File: src/rtl/hazard_scoreboard.sv
// Destination-tag pipeline (EXE/MEM/WB) feeding the forwarding selector, plus
// the ID-stage stall for hazards that forwarding cannot cover.
module hazard_scoreboard #(
    parameter int REG_W = 4,
    parameter int CNT_W = 16
) (
    input  logic             clk,
    input  logic             rst,
    input  logic             id_valid,
    input  logic [REG_W-1:0] id_src1,
    input  logic [REG_W-1:0] id_src2,
    input  logic             id_uses_src1,
    input  logic             id_two_src,
    input  logic [REG_W-1:0] id_dest,
    input  logic             id_wb_en,
    input  logic             id_mem_read,
    input  logic             fwd_en,
    input  logic             branch_taken,
    output logic             hazard_stall,
    output logic [REG_W-1:0] exe_dest,
    output logic             exe_wb_en,
    output logic             exe_mem_read,
    output logic [REG_W-1:0] mem_dest,
    output logic             mem_wb_en,
    output logic [REG_W-1:0] wb_dest,
    output logic             wb_wb_en,
    output logic [CNT_W-1:0] stall_count
);

    logic [REG_W-1:0] exe_dest_reg, exe_dest_next;
    logic             exe_wb_en_reg, exe_wb_en_next;
    logic             exe_mem_read_reg, exe_mem_read_next;
    logic [REG_W-1:0] mem_dest_reg, wb_dest_reg;
    logic             mem_wb_en_reg, wb_wb_en_reg;
    logic [CNT_W-1:0] stall_count_reg, stall_count_next;

    // Index 0 = EXE, 1 = MEM; WB never stalls because the register file
    // writes in the first half of the cycle and reads in the second.
    logic [REG_W-1:0] tag_dest [2];
    logic             tag_wb_en [2];
    logic [1:0]       hit;

    assign tag_dest[0]  = exe_dest_reg;
    assign tag_dest[1]  = mem_dest_reg;
    assign tag_wb_en[0] = exe_wb_en_reg;
    assign tag_wb_en[1] = mem_wb_en_reg;

    genvar gi;
    generate
        for (gi = 0; gi < 2; gi++) begin : g_match
            assign hit[gi] = tag_wb_en[gi] &
                             ((id_uses_src1 & (id_src1 == tag_dest[gi])) |
                              (id_two_src   & (id_src2 == tag_dest[gi])));
        end
    endgenerate

    always_comb begin
        hazard_stall = 1'b0;
        if (id_valid && !branch_taken) begin
            if (fwd_en)
                hazard_stall = hit[0] & exe_mem_read_reg;
            else
                hazard_stall = hit[0] | hit[1];
        end
    end

    always_comb begin
        exe_dest_next     = '0;
        exe_wb_en_next    = 1'b0;
        exe_mem_read_next = 1'b0;
        // Flush and stall both inject a bubble; only a clean valid ID advances.
        if (!branch_taken && !hazard_stall && id_valid) begin
            exe_dest_next     = id_dest;
            exe_wb_en_next    = id_wb_en;
            exe_mem_read_next = id_mem_read;
        end
        stall_count_next = stall_count_reg;
        if (hazard_stall && (stall_count_reg != '1))
            stall_count_next = stall_count_reg + CNT_W'(1);
    end

    always_ff @(posedge clk) begin
        if (!rst) begin
            exe_dest_reg     <= '0;
            exe_wb_en_reg    <= 1'b0;
            exe_mem_read_reg <= 1'b0;
            mem_dest_reg     <= '0;
            mem_wb_en_reg    <= 1'b0;
            wb_dest_reg      <= '0;
            wb_wb_en_reg     <= 1'b0;
            stall_count_reg  <= '0;
        end else begin
            exe_dest_reg     <= exe_dest_next;
            exe_wb_en_reg    <= exe_wb_en_next;
            exe_mem_read_reg <= exe_mem_read_next;
            mem_dest_reg     <= exe_dest_reg;
            mem_wb_en_reg    <= exe_wb_en_reg;
            wb_dest_reg      <= mem_dest_reg;
            wb_wb_en_reg     <= mem_wb_en_reg;
            stall_count_reg  <= stall_count_next;
        end
    end

    assign exe_dest     = exe_dest_reg;
    assign exe_wb_en    = exe_wb_en_reg;
    assign exe_mem_read = exe_mem_read_reg;
    assign mem_dest     = mem_dest_reg;
    assign mem_wb_en    = mem_wb_en_reg;
    assign wb_dest      = wb_dest_reg;
    assign wb_wb_en     = wb_wb_en_reg;
    assign stall_count  = stall_count_reg;

endmodule

File: config.mk
export PLATFORM = sky130hd
export DESIGN_NAME = hazard_scoreboard
export DESIGN_NICKNAME = d
export VERILOG_FILES = /design/src/rtl/hazard_scoreboard.sv
export SDC_FILE = /design/constraint.sdc
export NUM_CORES = 1
export LEC_CHECK = 0
export ABC_AREA = 1
export CAP_MARGIN = 20
export CORE_MARGIN = 4
export CORE_UTILIZATION = 50
export CTS_CLUSTER_SIZE = 25
export DETAILED_ROUTE_END_ITERATION = 10
export PLACE_DENSITY = 0.83
export RECOVER_POWER = 50
export REMOVE_ABC_BUFFERS = 1
export SLEW_MARGIN = 20
export SYNTH_ARGS = -nofsm -noshare
export SYNTH_HDL_FRONTEND = slang
export SYNTH_SLANG_ARGS = --single-unit
File: constraint.sdc
create_clock -name clk -period 2.7 [get_ports clk]
set_input_delay 0.27 -clock clk [delete_from_list [all_inputs] [get_ports clk]]
set_output_delay 0.27 -clock clk [all_outputs]
set_load 0.005 [all_outputs]
== Word-level counts from Yosys, hierarchy flattened ==
Index checks and enable logic that the tools add are counted.
Word-level totals
  bits in registers: 32
  input bits: 21
  output and inout bits: 33
Operators by class
  $add $sub $neg: 1
  eq/ne operators: 5
  multiplexer cells: 2
  bitwise logic cells: 10
  reduce and logical (&&, ||, !) cells: 7
Operators by type and width (count)
  16-bit by 1-bit adder with 16-bit output (second input constant): 1
  4-bit equality test: 4
  16-bit inequality test (second input constant): 1
  1-bit AND: 7
  1-bit logical AND: 4
  1-bit OR: 3
  1-bit logical NOT: 2
  1-bit 2-to-1 mux: 2
  2-bit AND reduction: 1

== Logic depth before layout (Yosys ltp) ==
  depth after elaboration: 11
  mapped depth: 12
  mapped depth without buffers: 12

== Worst setup path after synthesis ==
Ideal clock, no wire load.
  path type: reg-to-reg
  start point: register stall_count_reg[0], in the netlist stall_count[0]
  end point: register stall_count_reg[10], in the netlist stall_count[10]
  library setup time: 0.132 ns
  arrival time: 1.546 ns
  required time: 2.568 ns
  setup slack: 1.022 ns
  cell stages (with the launch flop): 10
  buffers on the path: 1
  period minus slack after synthesis: 1.678 ns
  path through: dfxtp_1 > ha_1 > nand2_2 > nor2_4 > nand2_2 > nor3_4 > nand4_4 > clkbuf_1 > nand4_1 > a21oi_1
On the way
  word-level cells in the longest chain between the ends: 2
RTL lines
  start: declaration: RTL line 35  | logic [CNT_W-1:0] stall_count_reg, stall_count_next;
  start signal: assignment: RTL line 100  | stall_count_reg <= stall_count_next;
  parallel branches: the longest is 2 deep, another holds 16-bit by 1-bit adder with 16-bit output
Several ways; the timed one is not identified.
A chain may end at the register's enable or synchronous reset.

== Final worst setup path ==
  start point: register exe_dest_reg[1], in the netlist exe_dest[1]
  end point: output hazard_stall
On the way
  word-level cells in the longest chain between the ends: 7
RTL lines
  start: declaration: RTL line 30  | logic [REG_W-1:0] exe_dest_reg, exe_dest_next;
  start signal: assignment: RTL line 93  | exe_dest_reg <= exe_dest_next;
  4-bit equality test (on tied branches): RTL line 52, 53
  1-bit AND (on tied branches): RTL line 52, 53
  1-bit OR *: RTL line 52  | ((id_uses_src1 & (id_src1 == tag_dest[gi])) |
  1-bit AND *: RTL line 51  | assign hit[gi] = tag_wb_en[gi] &
  1-bit OR or 1-bit AND (tied branches): RTL line 63, 61
  1-bit 2-to-1 mux *: RTL line 60  | if (fwd_en)
  1-bit 2-to-1 mux *: RTL line 59  | if (id_valid && !branch_taken) begin
  end: declaration: RTL line 19  | output logic hazard_stall,
Every way passes the cells marked *; elsewhere a longest branch is shown, timed or not.

==> results.json <==
{
  "max_freq_mhz": 451,
  "die_w_um": 67.2,
  "synth_top_cells_by_area": "dfxtp_1 37%, nand2_1 16%, inv_1 9.2%, nor2_1 8.1%, nand4_1 6.1%",
  "design_area_mm2": 0.00240,
  "synth_cells": 264,
  "post_dp_cell_area_mm2": 0.00232,
  "clockBufferDepth": 2,
  "critPathArrivalTime_ns": 1.95,
  "antenna_cells": 0,
  "synth_top_area_frac": 0.365,
  "path_cells": "inv_1 > nand2_1 > nand2_1 > nor2_1 > nand3_1 > nand2_1 > nand2_1 > nand2_2 > nand2_1 > inv_1 > clkdlybuf4s50_1",
  "p_int_uw": 716,
  "yosys_warnings": 0,
  "start_util": 0.521,
  "layout.nets": 342,
  "met1_usage": 0.246,
  "syn_avg_cell_area_um2": 6.64,
  "clk_latency_ns": 0.33,
  "max_stage_delay_ns": 0.49,
  "cts.sinks": 32,
  "clockRootBuffer": "clkbuf_4",
  "p_per_area_mw_per_mm2": 382,
  "wl_per_cell_um": 11.6,
  "met2_usage": 0.368,
  "core_mm2": 0.00336,
  "hp-class": "reg -> reg",
  "clk_pin_slew_ns": 0.10,
  "port_buffers": 53,
  "grt.total_usage": 0.206,
  "dr.pass1.iters": 4,
  "switching_share": 0.220,
  "power_switching_uw": 202,
  "worst_path_max_delay_cell": "clkdlybuf4s50_1",
  "clock_skew_ns": 0.00556,
  "largest_reg_flops": 16,
  "fin_crit_ns": 2.22,
  "num_vias": 1761,
  "cp-start-kind": "register",
  "via_per_inst": 4.80,
  "synthDistinctLibCells": 22,
  "ioPinCount": 54,
  "top_usage_layer": "met2",
  "cts_max_level": 2,
  "grtUsageMet3": 0.0399,
  "tns_ns": 0,
  "max_cap_violations": 0,
  "wl_um": 4270,
  "slew_headroom": 0.673,
  "die_area_mm2": 0.00452,
  "die_y_um": 67.2,
  "critical_path_class": "reg -> out",
  "gp_congestion": 0.880,
  "cts_tree": "built",
  "post-route-drc-count": 0,
  "power_leakage_uw": 0.00115,
  "grt_pass1_wl_um": 7110,
  "crit_fanout": 5,
  "yosysSeqAreaShare": 0.365,
  "rsz0062_at_grt": "no",
  "grt_overflow": 0,
  "ys_seq_elements": 32,
  "rows": 21,
  "drtAntennaViolNets": 0,
  "numCtsBuffers": 5,
  "grt_start_max_net_pins": 18,
  "tightest_slew_ns": 0.489,
  "dp_hpwl_um": 3280,
  "worst_setup_path_end_kind": "output port",
  "area_growth_pct": 37.0,
  "required_ns": 2.43,
  "cp_num_buf_inv": 3,
  "seq_power_share": 0.524,
  "reg2reg_slack_ns": 0.71,
  "grt_pass1_vias": 1599,
  "comb_power_share": 0.091,
  "cts_resized": 0,
  "cts_hold_buf": 0,
  "antenna_found_initial": 0,
  "irDropWorstVdd_v": 0.000278,
  "yosysTopAreaCell": "dfxtp_1",
  "period_share": 0.822,
  "drive_above_1_share": 0.0561,
  "syn_area_mm2": 0.00175,
  "clkPwrFrac": 0.385,
  "slew_violations": 0,
  "drtIter0Drc": 64,
  "post_cts_buffers": 0,
  "status": "complete, no violations",
  "setup_viol": 0,
  "cpMostUsedCell": "nand2_1",
  "hold_viol": 0,
  "path_delay_family": "buffers and inverters"
}
synthesized netlist by cell type:
cell,n
a21boi_0,1
a21oi_1,14
buf_2,1
buf_6,1
clkbuf_1,4
dfxtp_1,32
ha_1,1
inv_1,43
inv_2,1
nand2_1,75
nand2_2,3
nand3_1,9
nand3_4,1
nand4_1,17
nand4_4,1
nor2_1,38
nor2_2,1
nor2_4,1
nor3_1,2
nor3_4,1
xnor2_1,7
xor2_1,10
cell families (layout without fill, tap and decap cells):
family                   Yosys count  in the layout  synth area share
AND/OR/NAND/NOR                  149            149             0.386
buffers and inverters             50            107             0.112
flip-flops                        32             32             0.365
XOR/XNOR                          17             17            0.0849
AO/OA/AOI/OAI                     15             15            0.0443
adder cells (fa/ha/maj)            1              1           0.00714
cell type report:
cell class | instances | area (um^2)
clock inverters | 2 | 35.0
flip-flops and latches | 32 | 641
repair buffers | 55 | 546
clock buffers | 6 | 41.3
well taps | 46 | 57.6
fillers | 310 | 962
inverters | 44 | 165
multi-input cells | 182 | 916
stage by stage:
| stage | power, uW | utilization | hold slack [ns] | std cells | setup WS, ns |
|---|---|---|---|---|---|
| after global routing | 956 | 0.714 | 0.450 | 367 | 0.294 |
| final | 917 | 0.714 | 0.446 | 367 | 0.482 |
| after detailed placement | 577 | 0.691 | 0.440 | 359 | 0.521 |
| after CTS | 928 | 0.714 | 0.436 | 367 | 0.458 |
| after floorplan | 523 | - | 0.368 | 258 | 0.983 |
| after global placement | 575 | 0.691 | 0.433 | 359 | 0.534 |
worst paths after layout:
| path | startpoint | to | cells after the start |
|---|---|---|---|
| setup / recovery | exe_dest[1] | hazard_stall | 11 |
| hold / removal | exe_wb_en | mem_wb_en | 2 |
| setup reg to reg | stall_count[0] | stall_count[10] | 9 |
| hold reg to reg | exe_wb_en | mem_wb_en | 2 |
metal layers:
metal | part of all wire | vias to the layer above
li1 | - | 933
met5 | 0 | -
met4 | 0.0094 | 0
met1 | 0.44 | 785
met3 | 0.037 | 5
met2 | 0.51 | 38
worst register-to-register path, stage by stage (launching register included):
cell and delay, ns:
dfxtp_1 0.41, ha_1 0.23, nand2_2 0.09, nor2_4 0.13, nand2_2 0.11, nor3_4 0.16, nand4_4 0.26, nand3_4 0.30
nand2_1 0.11, a21oi_1 0.13
cell usage in the layout, fill, tap and decap left out, drive strengths merged, types with 10 or more instances in the layout:
master / instances
dlygate4sd3: 17
dfxtp: 32
clkdlybuf4s50: 36
inv: 44
nand2: 78
xor2: 10
nand4: 18
nand3: 10
a21oi: 14
nor2: 40
power by group through the flow:
stage	clock [uW]	combinational, uW	sequential [uW]
finish	353	83.9	481
global route	381	93.1	481
floorplan	0	31.7	491
global placement	0	83.3	492
detailed placement	0	85.0	492
CTS	362	85.3	481
Note: power is estimated with default switching activity, not from simulation.
